<file path="src/rtl/snake_sequencer.sv">
// ---------------------------------------------------------------------------
// snake_sequencer
// Game sequencer for a snake game: drives the IDLE/RUN/PAUSE/DEAD state
// machine, generates the move_tick pulse at a level-dependent rate, commits
// direction changes on move ticks, and tracks the speed level.
//
// Optional feature: define SNAKE_PAUSE_EN to enable RUN<->PAUSE toggling via
// key_pause. Without it key_pause is ignored and PAUSE (11) is unreachable.
//
// Parameters:
//   TICK_DIV   clock cycles per move at level 0
//   TICK_STEP  cycles removed from the move period per level
//   DEAD_HOLD  cycles spent in DEAD before returning to IDLE
//
// Ports:
//   clk          system clock, posedge
//   rst          synchronous active-high reset
//   key_start    start pulse (IDLE -> RUN)
//   key_pause    pause/resume toggle pulse
//   dir_valid    direction request strobe
//   dir_req      requested direction (00 up, 01 down, 10 left, 11 right)
//   dead_wall    head hit wall
//   dead_it      head hit own body
//   food_eaten   food pulse
//   move_tick    one-cycle pulse commanding one snake step
//   dir_cur      committed direction used by the current step
//   game_status  00 IDLE, 01 RUN, 10 DEAD, 11 PAUSE
//   level        speed level 0..7
// ---------------------------------------------------------------------------
module snake_sequencer #(
    parameter int unsigned TICK_DIV  = 20,
    parameter int unsigned TICK_STEP = 2,
    parameter int unsigned DEAD_HOLD = 8
) (
    input  logic       clk,
    input  logic       rst,
    input  logic       key_start,
    input  logic       key_pause,
    input  logic       dir_valid,
    input  logic [1:0] dir_req,
    input  logic       dead_wall,
    input  logic       dead_it,
    input  logic       food_eaten,
    output logic       move_tick,
    output logic [1:0] dir_cur,
    output logic [1:0] game_status,
    output logic [2:0] level
);

    localparam int unsigned MIN_PERIOD = 4;
    localparam int unsigned MAX_PERIOD = (TICK_DIV > MIN_PERIOD) ? TICK_DIV : MIN_PERIOD;
    localparam int unsigned CNT_W      = $clog2(MAX_PERIOD + 1);
    localparam int unsigned HOLD_W     = (DEAD_HOLD > 2) ? $clog2(DEAD_HOLD) : 1;
    localparam int unsigned HOLD_LAST  = (DEAD_HOLD > 0) ? DEAD_HOLD - 1 : 0;

    typedef enum logic [1:0] {
        ST_IDLE  = 2'b00,
        ST_RUN   = 2'b01,
        ST_DEAD  = 2'b10,
        ST_PAUSE = 2'b11
    } state_t;

    state_t              state;
    logic [CNT_W-1:0]    tick_cnt;
    logic [HOLD_W-1:0]   hold_cnt;
    logic [1:0]          pending;

    logic [CNT_W-1:0]    period_m1_c;
    logic                death_c;
    logic                dir_ok_c;
    logic                pause_c;

    // Last count value of the move period: TICK_DIV - level*TICK_STEP, floored.
    always_comb begin
        int unsigned dec;
        dec = 32'(level) * TICK_STEP;
        if (TICK_DIV >= dec + MIN_PERIOD) begin
            period_m1_c = CNT_W'(TICK_DIV - dec - 1);
        end else begin
            period_m1_c = CNT_W'(MIN_PERIOD - 1);
        end
    end

    assign death_c  = dead_wall | dead_it;

    // A reversal keeps the axis (bit1) but flips the sense (bit0).
    assign dir_ok_c = !((dir_req[1] == dir_cur[1]) && (dir_req[0] != dir_cur[0]));

`ifdef SNAKE_PAUSE_EN
    assign pause_c = key_pause;
`else
    logic unused_key_pause;
    assign unused_key_pause = key_pause;
    assign pause_c = 1'b0;
`endif

    assign game_status = state;

    // Sequencer state, counters and registered outputs.
    always_ff @(posedge clk) begin
        if (rst) begin
            state     <= ST_IDLE;
            tick_cnt  <= '0;
            hold_cnt  <= '0;
            pending   <= 2'b11;
            dir_cur   <= 2'b11;
            level     <= '0;
            move_tick <= 1'b0;
        end else begin
            move_tick <= 1'b0;
            case (state)
                ST_IDLE: begin
                    if (key_start) begin
                        state    <= ST_RUN;
                        tick_cnt <= '0;
                        level    <= '0;
                        dir_cur  <= 2'b11;
                        pending  <= 2'b11;
                    end
                end
                ST_RUN: begin
                    if (death_c) begin
                        state    <= ST_DEAD;
                        hold_cnt <= '0;
                    end else if (pause_c) begin
                        state <= ST_PAUSE;
                    end else begin
                        // >= keeps the tick timely if a level-up shrank the period.
                        if (tick_cnt >= period_m1_c) begin
                            move_tick <= 1'b1;
                            tick_cnt  <= '0;
                            dir_cur   <= pending;
                        end else begin
                            tick_cnt <= tick_cnt + CNT_W'(1);
                        end
                        if (dir_valid && dir_ok_c) begin
                            pending <= dir_req;
                        end
                        if (food_eaten && (level != 3'd7)) begin
                            level <= level + 3'd1;
                        end
                    end
                end
                ST_PAUSE: begin
                    if (death_c) begin
                        state    <= ST_DEAD;
                        hold_cnt <= '0;
                    end else if (pause_c) begin
                        state <= ST_RUN;
                    end
                end
                ST_DEAD: begin
                    if (hold_cnt == HOLD_W'(HOLD_LAST)) begin
                        state    <= ST_IDLE;
                        hold_cnt <= '0;
                    end else begin
                        hold_cnt <= hold_cnt + HOLD_W'(1);
                    end
                end
                default: begin
                    state <= ST_IDLE;
                end
            endcase
        end
    end

endmodule

</file>
<file path="config.mk">
export PLATFORM = sky130hd
export DESIGN_NAME = snake_sequencer
export DESIGN_NICKNAME = d
export VERILOG_FILES = /design/src/rtl/snake_sequencer.sv
export SDC_FILE = /design/constraint.sdc
export NUM_CORES = 1
export LEC_CHECK = 0
export BUFFER_PORTS_ARGS = -buffer_cell sky130_fd_sc_hd__buf_4
export CORE_MARGIN = 2
export CORE_UTILIZATION = 55
export DETAILED_ROUTE_END_ITERATION = 7
export HOLD_SLACK_MARGIN = 0.05
export PLACE_DENSITY = 0.88
export SLEW_MARGIN = 20
export SYNTH_ARGS = -nofsm -noshare
export SYNTH_HDL_FRONTEND = slang
export SYNTH_SLANG_ARGS = --single-unit
</file>
<file path="constraint.sdc">
create_clock -name clk -period 2.83 [get_ports clk]
set_input_delay 0.1415 -clock clk [delete_from_list [all_inputs] [get_ports clk]]
set_output_delay 0.1415 -clock clk [all_outputs]
set_load 0.01 [all_outputs]
</file>
==> results of run 1 <==
[flip-flops by register name, indices dropped and copies added, names as in the netlist]
name / flops
tick_cnt: 5
hold_cnt: 3
level: 3
dir_cur: 2
game_status: 2
pending: 2
move_tick: 1
[cell type report]
cell class	count	share of cell area
sequential	18	0.276
multi-input combinational	95	0.561
timing repair buffer	16	0.0920
clock buffer	4	0.0278
inverter	6	0.0172
tap	27	0.0259
[metrics by stage]
step	worst slack [ns]	hold slack [ns]	total power [mW]	instances
2_1_floorplan	0.696	0.315	0.322	123
3_3_place_gp	0.585	0.429	0.341	162
3_5_place_dp	0.495	0.441	0.344	162
4_1_cts	0.490	0.113	0.506	166
5_1_grt	0.335	0.147	0.521	166
6_report	0.457	0.122	0.502	166
[cell families (layout without fill, tap and decap cells)]
logic type	count (synthesis)	in the layout	share of synthesized area
flops	18	18	0.314
xor+xnor	2	2	0.0153
compound gates	28	28	0.178
buf+inv	10	26	0.0459
fa+ha+maj	13	13	0.142
mux	3	3	0.0262
simple gates	49	49	0.278
[worst max-delay path, stage by stage (launching register included)]
cell and delay, ns:
dfxtp_1 0.45, inv_1 0.12, ha_1 0.29, inv_1 0.04, ha_1 0.32, a21o_2 0.23
a21oi_2 0.38, a41oi_1 0.23, o32a_1 0.23
[path summary, 6_finish.rpt]
check             start         end  slack [ns]
max            level[1]  dir_cur[1]        0.46
min          dir_req[0]  pending[0]        0.12
max reg2reg    level[1]  dir_cur[1]        0.46
min reg2reg    level[0]    level[0]        0.51
[layer usage]
layer | track usage | vias up
met2 | 0.358 | 15
met5 | 0 | -
li1 | - | 492
met3 | 0.0364 | 9
met4 | 0.139 | 0
met1 | 0.246 | 446
[where the power goes]
part	internal [mW]	switching (mW)	total [mW]	leakage, nW
Combinational	0.0320	0.0383	0.0703	0.391
Clock	0.0787	0.0834	0.162	0.0210
Sequential	0.258	0.0110	0.269	0.146
[layout by cell type, fill, tap and decap left out, drive strengths merged, types with 3 or more instances in the layout]
cell,n
a31oi,3
ha,13
nor4b,3
buf,16
a41oi,3
a21oi,10
nand3,5
clkbuf,4
nor3,4
dfxtp,18
nor2,16
nand2,5
inv,6
mux2i,3
==> flow_summary.toml, run 1 <==
[outcome]
status = "finished clean"

[global_routing]
grt_overflow = 0
grt_pass1_vias = 889
grt_max_degree = 20
grt_pass1_wl_um = 3930
grt_antenna_before_repair = 0
grt_use_total = 0.213

[yosys]
synthTopCellsByArea = "dfxtp_1 31%, ha_1 14%, nor2_1 4.9%"
async_reset_ff_frac = 0
synth.avg_cell_area_sq_um = 9.32
netlist.top_cell.by_area = "dfxtp_1"
synth_flop_cell = "dfxtp_1"
synthCells = 123
synth_area_sq_um = 1150
ys_seq_area_frac = 0.314
ys.warnings.count = 0
synth_most_common_cell = "dfxtp_1"
yosys.area.top_type_share = 0.314
synth_nets = 146
synth_cell_types = 41
synth_edf_count = 0
synth_seq_cells = 18
synthTopCellsByCount = "18 x dfxtp_1, 15 x nor2_1, 13 x ha_1, 8 x a21oi_1, 6 x inv_1"

[die]
dieArea_sq_um = 2470
start_util = 0.584
pin_count = 18
fp.dieH_um = 49.7
num_rows = 16
die_width_um = 49.7
coreArea_sq_um = 1960

[clocking]
clk_latency_ns = 0.30
cts.sinks = 18
cts_made_buffers = 3
clockBufferDepth = 2
cts_root_buffer = "clkbuf_4"
hold_buffers = 0
cts_tree = "done"
ctsResizeCount = 0
htreeDepth = 1
cts_setup_buffers = 0
clk_pin_slew_ns = 0.10

[routing]
wl_per_cell_um = 14.7
ant_nets = 0
route.top_layer_used = "met4"
num_vias = 962
drt_iter0_drc = 24
wl_met2_um = 1210
wl_met1_um = 1090
drcViolationCount = 0
dr.pass1.iters = 4
dr_wl_met3_um = 53
wirelength_um = 2450
vias_per_cell = 5.80

[run]
cap_violations = 0

[final_layout]
final_core_util = 0.666
n_antenna_cell = 0
fillers = 183
drive_above_1_share = 0.237
areaGrowthSynthToFinish_pct = 14.0
nNetsFinal = 163
multi_input_area_sq_um = 733
fin_area_sq_um = 1310
seqCellArea_sq_um = 360

[setup_path]
worst-r2r-cell-count = 8
cp_data_arrival_time_ns = 2.57
worstPathRequired_ns = 3.03
crit_type = "reg -> reg"
crit_fanout = 10
start_kind = "flop"
end_kind = "flop"

[power]
p_leak_nw = 0.558
vdd_ir_drop_max_uv = 310
p_per_area_nw_per_um2 = 384

[sta]
finalHoldViolations = 0
post-route-min-period_ns = 2.37
finalCritPeriodShare = 0.838
rsz0062_at_grt = "false"
fin_worst_skew_ns = 0.00275
fin_setup_tns_ns = 0
maxSlewHeadroom = 0.674
final-setup-viol-count = 0
maxSlewViolCount = 0
max_freq_mhz = 421
tightest_slew_ns = 0.489

[placed_design]
port_buffers = 16
gp_congestion = 0.736
dp_hpwl_um = 1800
dpl_cell_area_sq_um = 1270

[min_path]
holdCritPathClass = "in -> reg"
hold_path_depth = 3
Power figures use the tool's default switching activity.
==> inputs of run 2 (changes only) <==
--- a/config.mk
+++ b/config.mk
@@ -7,10 +7,10 @@
 export LEC_CHECK = 0
 export BUFFER_PORTS_ARGS = -buffer_cell sky130_fd_sc_hd__buf_4
 export CORE_MARGIN = 2
-export CORE_UTILIZATION = 55
+export CORE_UTILIZATION = 50
 export DETAILED_ROUTE_END_ITERATION = 7
 export HOLD_SLACK_MARGIN = 0.05
-export PLACE_DENSITY = 0.88
+export PLACE_DENSITY = 0.85
 export SLEW_MARGIN = 20
 export SYNTH_ARGS = -nofsm -noshare
 export SYNTH_HDL_FRONTEND = slang
==> constraint.sdc (replaced) <==
create_clock -name clk -period 2.15 [get_ports clk]
set_input_delay 0.1075 -clock clk [delete_from_list [all_inputs] [get_ports clk]]
set_output_delay 0.1075 -clock clk [all_outputs]
set_load 0.01 [all_outputs]
==> run 2 against run 1 <==
Effect of this change: global-route usage decreased by 0.19 points; hold slack got worse by 0.026 ns; flip-flop and latch count is the same; die area up 9.2%; largest cell class unchanged; maximum frequency increased by 18%; clock power up 30%; clock skew is 0.0015 ns lower; final area rose by 2.7%; combinational power up 31%; routed wire length shrank 1.1%; critical endpoint unchanged.
==> flow_summary.toml, run 2 (synthesis gave the netlist of run 1 again) <==
[outcome]
status = "finished clean"

[clocking]
clockBufferDepth = 2
htreeDepth = 1
cts.sinks = 18
hold_buffers = 0
cts_made_buffers = 3
clk_pin_slew_ns = 0.10
clk_latency_ns = 0.29
cts_tree = "done"
cts_root_buffer = "clkbuf_4"
cts_setup_buffers = 0

[setup_path]
worstPathRequired_ns = 2.34
crit_type = "reg -> reg"
cp_slowest_cell = "dfxtp_2"
cp_cell_sequence = "inv_1 -> ha_1 -> inv_1 -> ha_1 -> a21o_2 -> a21oi_4 -> a41oi_1 -> o32a_1"
start_kind = "flop"
cp_data_arrival_time_ns = 2.21
startpoint = "level[1]"
worstReg2RegStart = "level[1]"
crit_fanout = 4
slowest_delay_ns = 0.37
end_kind = "flop"

[routing]
dr.pass1.iters = 4
vias_per_cell = 5.72
drcViolationCount = 0
num_vias = 973
wl_per_cell_um = 14.2
drt_iter0_drc = 22
wirelength_um = 2420
ant_nets = 0

[final_layout]
layout_common_cells = "19 x buf_4, 15 x nor2_1, 15 x dfxtp_1"
final_cell_count_no_fill = 170
multi_input_area_sq_um = 741
nNetsFinal = 166
final_core_util = 0.612
areaGrowthSynthToFinish_pct = 17.0
top_regs = "tick_cnt (5), hold_cnt (3), level (3)"
drive_above_1_share = 0.275
seqCellArea_sq_um = 364
fillers = 195
n_antenna_cell = 0
final_common_cell = "buf_4"
largest_register = "tick_cnt"
largest_reg_flops = 5

[die]
coreArea_sq_um = 2190
fp.dieH_um = 51.9
die_width_um = 51.9
num_rows = 17
pin_count = 18
start_util = 0.523
dieArea_sq_um = 2690

[sta]
finalHoldViolations = 0
finalCritPeriodShare = 0.938
maxSlewViolCount = 0
post-route-min-period_ns = 2.02
fin_setup_tns_ns = 0
tightest_slew_ns = 0.473
maxSlewHeadroom = 0.684
holdWs_ns = 0.0956
max_freq_mhz = 496
final-setup-viol-count = 0
fin_worst_skew_ns = 0.00128
rsz0062_at_grt = "false"

[global_routing]
grt_max_degree = 20
grt_overflow = 0
grt_pass1_wl_um = 4280
grt_pass1_vias = 988
grt_antenna_before_repair = 0
grt_use_total = 0.211

[power]
p_leak_nw = 0.575
vdd_ir_drop_max_uv = 436
p_per_area_nw_per_um2 = 490

[placed_design]
gp_congestion = 0.784
dp_hpwl_um = 1830
place_inst = 166
port_buffers = 16

[min_path]
holdCritPathClass = "in -> reg"
min_from = "dir_req[0]"

[run]
cap_violations = 0
run 2: changes by cell type in the layout (fill, tap and decap cells not counted), sizes merged:
cell | previous run | this run
buf | 16 | 19
run 2: area by class of cell:
type / instances / share of cell area
repair buffers: 19 / 0.106
inverters: 6 / 0.0168
flip-flops and latches: 18 / 0.271
well taps: 28 / 0.0261
clock buffers: 4 / 0.0271
multi-input cells: 95 / 0.552
run 2: worst max-delay path: cells and delay by family, from the launching register on:
kind	cells	cell delay [ns]
flip-flops	1	0.37
buffers and inverters	2	0.11
AO/OA/AOI/OAI	4	0.84
adder cells (fa/ha/maj)	2	0.60
run 2: per-layer routing:
layer,vias up,global-route usage,routed length [um]
li1,497,-,-
met1,461,0.259,1080
met2,11,0.363,1260
met3,4,0.0374,56
met4,0,0.0789,28
met5,-,0,0
run 2: through the flow:
step | power (mW) | instance area, sq um | worst slack, ns
floorplan | 0.424 | 1150 | 0.0164
global placement | 0.450 | 1290 | 0.117
detailed placement | 0.454 | 1290 | 0.0646
CTS | 0.662 | 1330 | 0.0406
global route | 0.693 | 1340 | 0.00432
finish | 0.657 | 1340 | 0.132
run 2: worst paths after layout:
check,to,slack [ns],cells past startpoint
max,dir_cur[1],0.13,8
min,pending[0],0.1,3
max reg2reg,dir_cur[1],0.13,8
min reg2reg,level[0],0.49,2
run 2: what timing repair did:
item / in CTS / in global routing
hold endpoints to repair: 0 / 0
resized for setup: 0 / 4
setup endpoints to repair: 0 / 7
run 2: power by group:
group	switching, mW	leakage (nW)	internal (mW)
Combinational	0.0499	0.407	0.0421
Sequential	0.0141	0.147	0.340
Clock	0.107	0.0210	0.103
==> inputs of run 3 (changes only) <==
--- a/config.mk
+++ b/config.mk
@@ -7,10 +7,10 @@
 export LEC_CHECK = 0
 export BUFFER_PORTS_ARGS = -buffer_cell sky130_fd_sc_hd__buf_4
 export CORE_MARGIN = 2
-export CORE_UTILIZATION = 50
+export CORE_UTILIZATION = 59
 export DETAILED_ROUTE_END_ITERATION = 7
 export HOLD_SLACK_MARGIN = 0.05
-export PLACE_DENSITY = 0.85
+export PLACE_DENSITY = 0.93
 export SLEW_MARGIN = 20
 export SYNTH_ARGS = -nofsm -noshare
 export SYNTH_HDL_FRONTEND = slang
==> constraint.sdc (replaced) <==
create_clock -name clk -period 2.48 [get_ports clk]
set_input_delay 0.124 -clock clk [delete_from_list [all_inputs] [get_ports clk]]
set_output_delay 0.124 -clock clk [all_outputs]
set_load 0.02 [all_outputs]
==> run 3 against run 2 <==
Effect of this change: maximum frequency decreased by 8.9%; routed wire length decreased by 0.25%; power decreased by 12%; hold slack improved by 0.017 ns.
==> flow_summary.toml, run 3 (synthesis gave the netlist of run 1 again) <==
[global_routing]
grt_overflow = 0
grt_pass1_wl_um = 3860
grt_pass1_vias = 857
grt_antenna_before_repair = 0
grt_max_degree = 20
grt_use_total = 0.247

[clocking]
clockBufferDepth = 2
hold_buffers = 0
cts_root_buffer = "clkbuf_4"
ctsResizeCount = 0
clk_pin_slew_ns = 0.11
cts.sinks = 18
cts_tree = "done"
cts_made_buffers = 3
cts_setup_buffers = 0
clk_latency_ns = 0.30
htreeDepth = 1

[min_path]
holdCritPathClass = "in -> reg"

[routing]
num_vias = 1001
drt_iter0_drc = 19
dr.pass1.iters = 5
wl_per_cell_um = 14.6
ant_nets = 0
drcViolationCount = 0
wirelength_um = 2410
vias_per_cell = 6.07

[sta]
max_freq_mhz = 452
maxSlewViolCount = 0
finalCritPeriodShare = 0.893
final-setup-viol-count = 0
fin_ws_ns = 0.266
maxSlewHeadroom = 0.681
fin_worst_skew_ns = 0.000670
rsz0062_at_grt = "false"
tightest_slew_ns = 0.477
finalHoldViolations = 0
fin_setup_tns_ns = 0
post-route-min-period_ns = 2.21

[placed_design]
dp_hpwl_um = 1790
port_buffers = 16
place_inst = 161
gp_congestion = 0.822
place_ws_ns = 0.280

[setup_path]
cp_slowest_cell = "dfxtp_1"
reg2reg_slack_ns = 0.27
start_kind = "flop"
cp_data_arrival_time_ns = 2.45
cp_cell_sequence = "inv_1 -> ha_1 -> inv_1 -> ha_1 -> a21o_2 -> a21oi_2 -> buf_4 -> a41oi_1 -> a31oi_1"
slowest_delay_ns = 0.45
end_kind = "flop"
crit_type = "reg -> reg"
worstPathRequired_ns = 2.72
crit_fanout = 6

[final_layout]
largest_register = "tick_cnt"
largest_reg_flops = 5
final_core_util = 0.735
fillers = 129
nNetsFinal = 164
n_antenna_cell = 0
final_common_cell = "dfxtp_1"
layout_common_cells = "18 x dfxtp_1, 17 x buf_4, 15 x nor2_1"
areaGrowthSynthToFinish_pct = 14.4
top_regs = "tick_cnt (5), hold_cnt (3), level (3)"
drive_above_1_share = 0.243
final_cell_count_no_fill = 165

[power]
vdd_ir_drop_max_uv = 386
p_leak_nw = 0.562
total_power_uw = 579
p_per_area_nw_per_um2 = 441

[die]
fp.dieH_um = 48.1
num_rows = 15
dieArea_sq_um = 2310
coreArea_sq_um = 1780
pin_count = 18
start_util = 0.643
die_width_um = 48.1

[run]
cap_violations = 0

[outcome]
status = "finished clean"
[run 3: cell types whose count changed in the layout (fill, tap and decap cells not counted)]
cell	change
dfxtp_1	+3
dfxtp_2	-3
buf_4	-2
a21oi_4	-1
a21oi_2	+1
[run 3: cell type report]
type | instances | area (sq um) | share of cell area
Multi-Input combinational cell | 95 | 733 | 0.559
Timing Repair Buffer | 17 | 128 | 0.0973
Clock buffer | 4 | 36.3 | 0.0277
Sequential cell | 18 | 360 | 0.275
Inverter | 6 | 22.5 | 0.0172
Tap cell | 25 | 31.3 | 0.0239
[run 3: routing by layer]
metal	global-route usage	wire (um)
met4	0.108	36
met5	0	0
met1	0.299	1070
met2	0.424	1240
met3	0.0453	67
[run 3: critical path: cells and delay by family (launching register included)]
kind | cells | cell delay [ns]
AO/OA/AOI/OAI | 4 | 0.74
adder cells (fa/ha/maj) | 2 | 0.60
buffers and inverters | 3 | 0.35
flip-flops | 1 | 0.45
[run 3: where the power goes]
group	leakage [nW]	switching, mW	total (mW)	internal [mW]
logic	0.396	0.0458	0.0823	0.0365
registers	0.146	0.0124	0.307	0.295
clock network	0.0210	0.0993	0.189	0.0897
[run 3: per-stage QoR]
stage / cell area [sq um] / hold slack [ns]
after detailed placement: 1270 / 0.435
after global routing: 1310 / 0.137
after CTS: 1310 / 0.122
final: 1310 / 0.112
after floorplan: 1150 / 0.298
after global placement: 1270 / 0.412
[run 3: worst paths after layout]
| check | from | to | depth (start not counted) |
|---|---|---|---|
| max reg2reg | level[1] | tick_cnt[3] | 9 |
| max | level[1] | tick_cnt[3] | 9 |
| min reg2reg | tick_cnt[4] | tick_cnt[4] | 1 |
| min | dir_req[0] | pending[0] | 3 |
